<file path="config.mk">
export PLATFORM = sky130hd
export DESIGN_NAME = ctrl_regfile_param_flat
export DESIGN_NICKNAME = d
export VERILOG_FILES = /design/src/rtl/ctrl_regfile_param_if.sv /design/src/rtl/ctrl_regfile_param.sv /design/src/flat_wrapper.sv
export SDC_FILE = /design/constraint.sdc
export NUM_CORES = 1
export LEC_CHECK = 0
export ABC_CLOCK_PERIOD_IN_PS = 2240
export CAP_MARGIN = 20
export CORE_MARGIN = 4
export CORE_UTILIZATION = 49
export CTS_CLUSTER_DIAMETER = 80
export DETAILED_ROUTE_END_ITERATION = 10
export PLACE_DENSITY_LB_ADDON = 0.25
export SLEW_MARGIN = 20
export SYNTH_ARGS = -nofsm -noshare
export SYNTH_HDL_FRONTEND = slang
export SYNTH_SLANG_ARGS = --single-unit
export TNS_END_PERCENT = 50
</file>
<file path="constraint.sdc">
create_clock -name spi_clk -period 2.24 [get_ports spi_clk]
set_input_delay 0.448 -clock spi_clk [delete_from_list [all_inputs] [get_ports spi_clk]]
set_output_delay 0.448 -clock spi_clk [all_outputs]
set_load 0.01 [all_outputs]
</file>
<file path="src/rtl/ctrl_regfile_param_if.sv">
// Byte-wide SPI register access bus: write/read strobes, address and write data.
// The SPI slave drives it (master); the register file consumes it (slave).
interface ctrl_regfile_param_if #(
  parameter int DW = 8,
  parameter int AW = 4
);
  logic [DW-1:0] dout;
  logic [AW-1:0] index;
  logic          wr_en;
  logic          rd_en;

  modport master (output dout, output index, output wr_en, output rd_en);
  modport slave  (input  dout, input  index, input  wr_en, input  rd_en);
endinterface

</file>
<file path="src/rtl/ctrl_regfile_param.sv">
// Control/status register file: shadowed control regs with atomic commit, self-clearing
// command pulses and coherent multi-byte status snapshots. Optional lock: REG_LOCK_EN.
module ctrl_regfile_param #(
  parameter int                        DW        = 8,
  parameter int                        AW        = 4,
  parameter int                        NUM_CTRL  = 2,
  parameter int                        STAT_W    = 28,
  parameter int                        PULSE_LEN = 4,
  parameter logic [NUM_CTRL*DW-1:0]    CTRL_RST  = 16'h0008
) (
  input  logic                   spi_clk,
  input  logic                   rst_n,
  ctrl_regfile_param_if.slave    spi_if,
  input  logic [STAT_W-1:0]      status_in,
  output logic [DW-1:0]          read_data,
  output logic [NUM_CTRL*DW-1:0] ctrl_q,
  output logic [DW-1:0]          cmd_pulse,
  output logic                   commit_pulse
);

  localparam int STAT_BYTES = (STAT_W + DW - 1) / DW;
  localparam int CW         = $clog2(PULSE_LEN + 1);

  localparam logic [AW-1:0] CMD_IDX    = AW'(NUM_CTRL);
  localparam logic [AW-1:0] COMMIT_IDX = AW'(NUM_CTRL + 1);
  localparam logic [AW-1:0] STAT_IDX   = AW'(NUM_CTRL + 2);
  localparam logic [CW-1:0] PULSE_LD   = CW'(PULSE_LEN);
  localparam logic [CW-1:0] CNT_ONE    = CW'(1);

  logic [DW-1:0]                shadow_r [NUM_CTRL];
  logic [NUM_CTRL*DW-1:0]       active_r;
  logic [DW-1:0]                cmd_r;
  logic [CW-1:0]                cnt_r;
  logic                         commit_r;
  logic [STAT_BYTES*DW-1:DW]    snap_r;
  logic [STAT_BYTES*DW-1:0]     stat_pad_s;
  logic [DW-1:0]                map_s [2**AW];
  logic                         lock_s;
  logic                         wr_shadow_s;
  logic                         wr_cmd_s;
  logic                         wr_commit_s;
  logic                         do_commit_s;
  logic                         snap_s;

  assign wr_shadow_s = spi_if.wr_en && (spi_if.index < CMD_IDX) && !lock_s;
  assign wr_cmd_s    = spi_if.wr_en && (spi_if.index == CMD_IDX);
  assign wr_commit_s = spi_if.wr_en && (spi_if.index == COMMIT_IDX);
  assign snap_s      = spi_if.rd_en && (spi_if.index == STAT_IDX);

`ifdef REG_LOCK_EN
  localparam logic [DW-1:0] UNLOCK_KEY = DW'(8'hA5);

  logic lock_r;
  logic unlock_s;

  assign unlock_s    = wr_commit_s && (spi_if.dout == UNLOCK_KEY);
  assign do_commit_s = wr_commit_s && !unlock_s && spi_if.dout[0] && !lock_r;
  assign lock_s      = lock_r;

  // Lock flop: the unlock key clears it, any other COMMIT write with the top bit set sets it.
  always_ff @(posedge spi_clk or negedge rst_n) begin
    if (!rst_n) begin
      lock_r <= 1'b0;
    end else if (unlock_s) begin
      lock_r <= 1'b0;
    end else if (wr_commit_s && spi_if.dout[DW-1]) begin
      lock_r <= 1'b1;
    end
  end
`else
  assign do_commit_s = wr_commit_s && spi_if.dout[0];
  assign lock_s      = 1'b0;
`endif

  // Shadow capture, atomic commit of all shadows into the active bank, and the commit strobe.
  always_ff @(posedge spi_clk or negedge rst_n) begin
    if (!rst_n) begin
      for (int i = 0; i < NUM_CTRL; i++) begin
        shadow_r[i] <= CTRL_RST[i*DW +: DW];
      end
      active_r <= CTRL_RST;
      commit_r <= 1'b0;
    end else begin
      for (int i = 0; i < NUM_CTRL; i++) begin
        if (wr_shadow_s && (spi_if.index == AW'(i))) begin
          shadow_r[i] <= spi_if.dout;
        end
        if (do_commit_s) begin
          active_r[i*DW +: DW] <= shadow_r[i];
        end
      end
      commit_r <= do_commit_s;
    end
  end

  // Command pulses: a write ORs bits in and restarts the countdown; all bits drop together at 1->0.
  always_ff @(posedge spi_clk or negedge rst_n) begin
    if (!rst_n) begin
      cmd_r <= '0;
      cnt_r <= '0;
    end else if (wr_cmd_s) begin
      cmd_r <= cmd_r | spi_if.dout;
      cnt_r <= PULSE_LD;
    end else if (cnt_r != '0) begin
      cnt_r <= cnt_r - CNT_ONE;
      if (cnt_r == CNT_ONE) begin
        cmd_r <= '0;
      end
    end
  end

  // Reading status byte 0 freezes the upper bytes so a multi-byte read is coherent.
  always_ff @(posedge spi_clk or negedge rst_n) begin
    if (!rst_n) begin
      snap_r <= '0;
    end else if (snap_s) begin
      snap_r <= stat_pad_s[STAT_BYTES*DW-1:DW];
    end
  end

  // Address map; unmapped addresses read zero.
  always_comb begin
    stat_pad_s              = '0;
    stat_pad_s[STAT_W-1:0]  = status_in;
    for (int a = 0; a < 2**AW; a++) begin
      map_s[a] = '0;
    end
    for (int i = 0; i < NUM_CTRL; i++) begin
      map_s[AW'(i)] = shadow_r[i];
    end
    map_s[CMD_IDX]    = cmd_r;
    map_s[COMMIT_IDX] = {lock_s, {(DW-1){1'b0}}};
    map_s[STAT_IDX]   = stat_pad_s[DW-1:0];
    for (int k = 1; k < STAT_BYTES; k++) begin
      map_s[STAT_IDX + AW'(k)] = snap_r[k*DW +: DW];
    end
  end

  assign read_data    = map_s[spi_if.index];
  assign ctrl_q       = active_r;
  assign cmd_pulse    = cmd_r;
  assign commit_pulse = commit_r;

endmodule

</file>
<file path="src/flat_wrapper.sv">
// flat-port wrapper written by rule: the top's interface ports become plain ports
module ctrl_regfile_param_flat 
#(
  parameter int                        DW        = 8,
  parameter int                        AW        = 4,
  parameter int                        NUM_CTRL  = 2,
  parameter int                        STAT_W    = 28,
  parameter int                        PULSE_LEN = 4,
  parameter logic [NUM_CTRL*DW-1:0]    CTRL_RST  = 16'h0008
)
  (spi_clk, rst_n, status_in, read_data, ctrl_q, cmd_pulse, commit_pulse, spi_if_dout, spi_if_index, spi_if_wr_en, spi_if_rd_en);
  ctrl_regfile_param_if #(.DW(DW), .AW(AW)) spi_if_i ();
  input  logic spi_clk;
  input  logic rst_n;
  input  logic [STAT_W-1:0] status_in;
  output logic [DW-1:0] read_data;
  output logic [NUM_CTRL*DW-1:0] ctrl_q;
  output logic [DW-1:0] cmd_pulse;
  output logic commit_pulse;
  input wire logic [$bits(spi_if_i.dout)-1:0] spi_if_dout;
  input wire logic [$bits(spi_if_i.index)-1:0] spi_if_index;
  input wire logic [$bits(spi_if_i.wr_en)-1:0] spi_if_wr_en;
  input wire logic [$bits(spi_if_i.rd_en)-1:0] spi_if_rd_en;
  assign spi_if_i.dout = spi_if_dout;
  assign spi_if_i.index = spi_if_index;
  assign spi_if_i.wr_en = spi_if_wr_en;
  assign spi_if_i.rd_en = spi_if_rd_en;
  ctrl_regfile_param #(.DW(DW), .AW(AW), .NUM_CTRL(NUM_CTRL), .STAT_W(STAT_W), .PULSE_LEN(PULSE_LEN), .CTRL_RST(CTRL_RST)) u_core (.spi_clk(spi_clk), .rst_n(rst_n), .spi_if(spi_if_i), .status_in(status_in), .read_data(read_data), .ctrl_q(ctrl_q), .cmd_pulse(cmd_pulse), .commit_pulse(commit_pulse));
endmodule
</file>
Word level (Yosys, flattened, before mapping):

Cells that the tools add are included.

* register bits: 64
* latch bits: 0
* memory bits (writable): 0
* ROM bits: 0
* input bits: 44
* output and inout port bits: 33
* logic and storage cells: 37
* memories kept: 0

* add/subtract/negate cells: 1
* multiply operators: 0
* div/mod/pow operators: 0
* $lt $le $gt $ge: 2
* equal/unequal tests: 5
* shift operators: 0
* mux-type cells: 8
* bitwise operators: 2
* reduce and logical (&&, ||, !) cells: 12

Operator list (number)
* $mux 8: 5
* $bmux 8 s4: 1
* $eq 4x2->1 const B: 2
* $or 8x8->8: 1
* $logic_and 1x1->1: 7
* $mux 3: 2
* $ge 5x5->1 const B: 1
* $not 4->5: 1
* $eq 4x1->1 const B: 1
* $eq 4x3->1 const B: 1
* $logic_not 4->1: 1
* $lt 4x2->1 const B: 1
* $reduce_bool 2->1: 2
* $eq 3x1->1 const B: 1
* $reduce_bool 3->1: 1
* $sub 3x1->3 const B: 1
* $reduce_and 2->1: 1

Longest topological paths before layout:

* word-level depth: 4
* gate-level depth with buffers: 5
* mapped depth without buffers: 5

Worst setup path after synthesis:

OpenSTA, ideal clock, no wires.

* path kind: input port to output port
* start: input spi_if_index[1]
* end: output read_data[5]
* data arrival time: 1.458 ns
* data required time: 1.792 ns
* setup slack: 0.334 ns
* cell stages on the path: 5
* buffers on the path: 2
* cells stage by stage: buf_2 buf_4 mux2_2 a221oi_1 nor3_1

* word-level cells in the longest chain between the ends: 4

RTL lines
* from (decl): line flat_wrapper.sv:21 `input wire logic [$bits(spi_if_i.index)-1:0] spi_if_index;`
* $not 4->5 (implied by the code): line ctrl_regfile_param.sv:139 `assign read_data = map_s[spi_if.index];`
* $bmux 8 s4: line ctrl_regfile_param.sv:139
* $mux 8 (implied by the code) (2 in a row): line ctrl_regfile_param.sv:139
* to (decl): line flat_wrapper.sv:16 `output logic [DW-1:0] read_data;`

Every way passes these cells. The select of a mux whose other input is x is not followed.

Worst setup path after layout:

* start: input status_in[7]
* end: output read_data[7]

* word-level cells in the longest chain between the ends: 3

RTL lines
* from (decl): line flat_wrapper.sv:15 `input logic [STAT_W-1:0] status_in;`
* $bmux 8 s4: line ctrl_regfile_param.sv:139
* $mux 8 (implied by the code) (2 in a row): line ctrl_regfile_param.sv:139

Every way passes these cells. The select of a mux whose other input is x is not followed.

==> impl_metrics.yaml <==
clock_tree:
  cts_buffer_depth: 2
  path_clk_slew_ns: 0.07
  cts_made_buffers: 9
  cts_tree: "yes"
  htreeDepth: 3
  cts.sinks: 64
  insertion_delay_ns: 0.34
  cts_root_buf: "clkbuf_8"
setup_path:
  end_kind: "output pin"
  path_cells: "clkdlybuf4s50_1, mux2_2, a221o_1, o311a_1, buf_2"
  critical-path-max-stage-delay_ns: 0.44
  worst-path-max-fanout: 1
  cp.arrival_ns: 1.74
  cp-start-kind: "input pin"
  critPathLaunch: "status_in[7]"
  reg2reg_slack_ns: 0.92
  critPathSlowestCell: "clkdlybuf4s50_1"
  worstSetupPathType: "in -> out"
  r2r_start: "u_core.cnt_r[0]"
  cp.required_ns: 1.79
cells_and_area:
  seq_area_mm2: 0.00160
  fillers: 415
  area_growth_pct: 39.0
  drive_gt1_share_pct: 42.9
  final_util_pct: 71.7
  nets: 364
  multi_input_area_mm2: 0.00142
  antennaDiodeCount: 0
timing:
  final_max_slew_viol_count: 0
  clock_skew_ns: 0.00661
  fin_tns_setup_ns: 0
  max_freq_mhz: 458
  relSlewSlack_pct: 77.1
  layout_min_cycle_time_ns: 2.18
  fin_crit_sh_pct: 97.5
  worst_pin_slew_ns: 0.343
  setup_viol: 0
  finalHoldViolations: 0
grt:
  grtUsageTotal_pct: 21.4
  grt_max_degree: 65
  first_global_vias: 2390
  overflow: 0
  antenna_found_initial: 0
  grt_pass1_wl_um: 12400
drt:
  wire_per_inst_um: 18.7
  firstDrtPassIters: 4
  routed_wl_um: 7410
  route.detailed.drc: 0
  route.met2.wl_um: 3870
  initialDrtViolationCount: 58
  viasPerCell: 5.44
  ant_nets: 0
  routedLengthMet1_um: 3090
  highest-signal-layer: "met4"
  met3_length_um: 330
  dr_total_vias: 2159
yosys:
  yosysTopAreaCellShare_pct: 49.9
  synth_edf_count: 0
  netlist_area_mm2: 0.00311
  ys_warn_count: 0
  synth.distinct_cells: 35
  avgSynthCellArea_um2: 13.8
  ys_seq_area_share_pct: 51.6
  syn-instance-count: 226
  ys.flop_type: "dfrtp_1"
  async_flop_share_pct: 100
  synth_common_cells: "62 x dfrtp_1, 62 x mux2_2, 10 x a22oi_1"
  ys_ff_latch: 64
  netlist_top_cells_area: "dfrtp_1 50%, mux2_2 22%, mux2_4 4.3%"
  synth_largest_area_cell: "dfrtp_1"
  syn_nets: 273
floorplanning:
  core_area_mm2: 0.00603
  fp.dieW_um: 87.6
  die-area_mm2: 0.00768
  die_h_um: 87.6
  ios: 77
  rows: 28
  initial_core_util_pct: 51.6
placement:
  gp_congestion: 0.739
  hpwl_um: 5330
  port_buffers: 76
worst_hold_path:
  hold_path.class: "in -> async"
outcome:
  status: "finished clean"
power:
  p_leak_uw: 0.00189
  pwr_density_cell_mw_per_mm2: 895
  ir_worst_vdd_mv: 0.577
job:
  drv_cap: 0
[kinds of logic after synthesis]
group | count (synthesis) | synth area share (%)
AOI/OAI and AO/OA | 34 | 8.01
xor gates and xnor gates | 1 | 0.282
adders and majority gates | 3 | 1.21
buffers and inverters | 22 | 4.27
DFF | 64 | 51.6
muxes | 73 | 27.5
and+or+nand+nor | 29 | 7.13
[registers in the layout, indices dropped and copies added, names as in the netlist]
| register | cells |
|---|---|
| u_core.cmd_pulse | 8 |
| u_core.map_s | 16 |
| u_core.commit_pulse | 1 |
| u_core.snap_r | 20 |
| u_core.ctrl_q | 16 |
| u_core.cnt_r | 3 |
[cell type report]
type / count / share of cell area, %
clock buffers: 11 / 3.27
clock inverters: 5 / 1.30
inverters: 4 / 0.347
multi-input cells: 140 / 32.9
flip-flops and latches: 64 / 37.1
well taps: 75 / 2.17
repair buffers: 98 / 22.8
[report_power, final]
part / switching (uW) / internal (uW) / leakage, uW
registers: 232 / 1470 / 0.000807
logic: 434 / 734 / 0.000988
clock network: 457 / 543 / 0.0000993
[repair_timing]
item	4_1_cts	5_1_grt
endpoints found under the setup margin	8	7
pin swaps	1	0
resized for setup	40	7
hold buffers	0	0
setup buffers	3	0
[final timing paths]
path	endpoint	cells past startpoint
setup / recovery	read_data[7]	5
setup reg to reg	u_core.cmd_pulse[0]	6
hold / removal	u_core.snap_r[16]	2
hold reg to reg	u_core.snap_r[26]	1
min in group spi_clk	u_core.snap_r[26]	1
max in group asynchronous	u_core.map_s[123]	2
[layer usage]
layer | track usage [%] | up-vias
met3 | 4.52 | 10
met5 | 0 | -
li1 | - | 1006
met4 | 7.53 | 0
met2 | 36.5 | 51
met1 | 27.1 | 1092
[critical path, delay by kind of cell]
family	cells	cell delay (ns)
compound gates	2	0.44
buf+inv	2	0.58
mux	1	0.28
[metrics by stage]
step / std cells / area, um2 / hold slack, ns / power (uW) / setup WS [ns]
after floorplan: 226 / 3110 / 0.152 / 2360 / 0.334
after global placement: 378 / 4020 / 0.484 / 2820 / -0.541
after detailed placement: 378 / 4020 / 0.484 / 2860 / -0.585
after CTS: 397 / 4310 / 0.118 / 3900 / 0.0192
after global routing: 397 / 4320 / 0.122 / 4090 / -0.0000776
final: 397 / 4320 / 0.108 / 3870 / 0.0553
[cells in the final DEF (no fill, tap or decap), types with 8 or more instances in the layout]
cell	Yosys	layout
a22oi_1	10	8
buf_4	9	14
clkbuf_8	0	10
clkdlybuf4s50_1	0	63
dfrtp_1	62	62
mux2_2	62	62
mux2_4	9	9
nor3b_1	8	8
o21a_1	8	8
No activity file was read; power rests on OpenSTA's default activity.
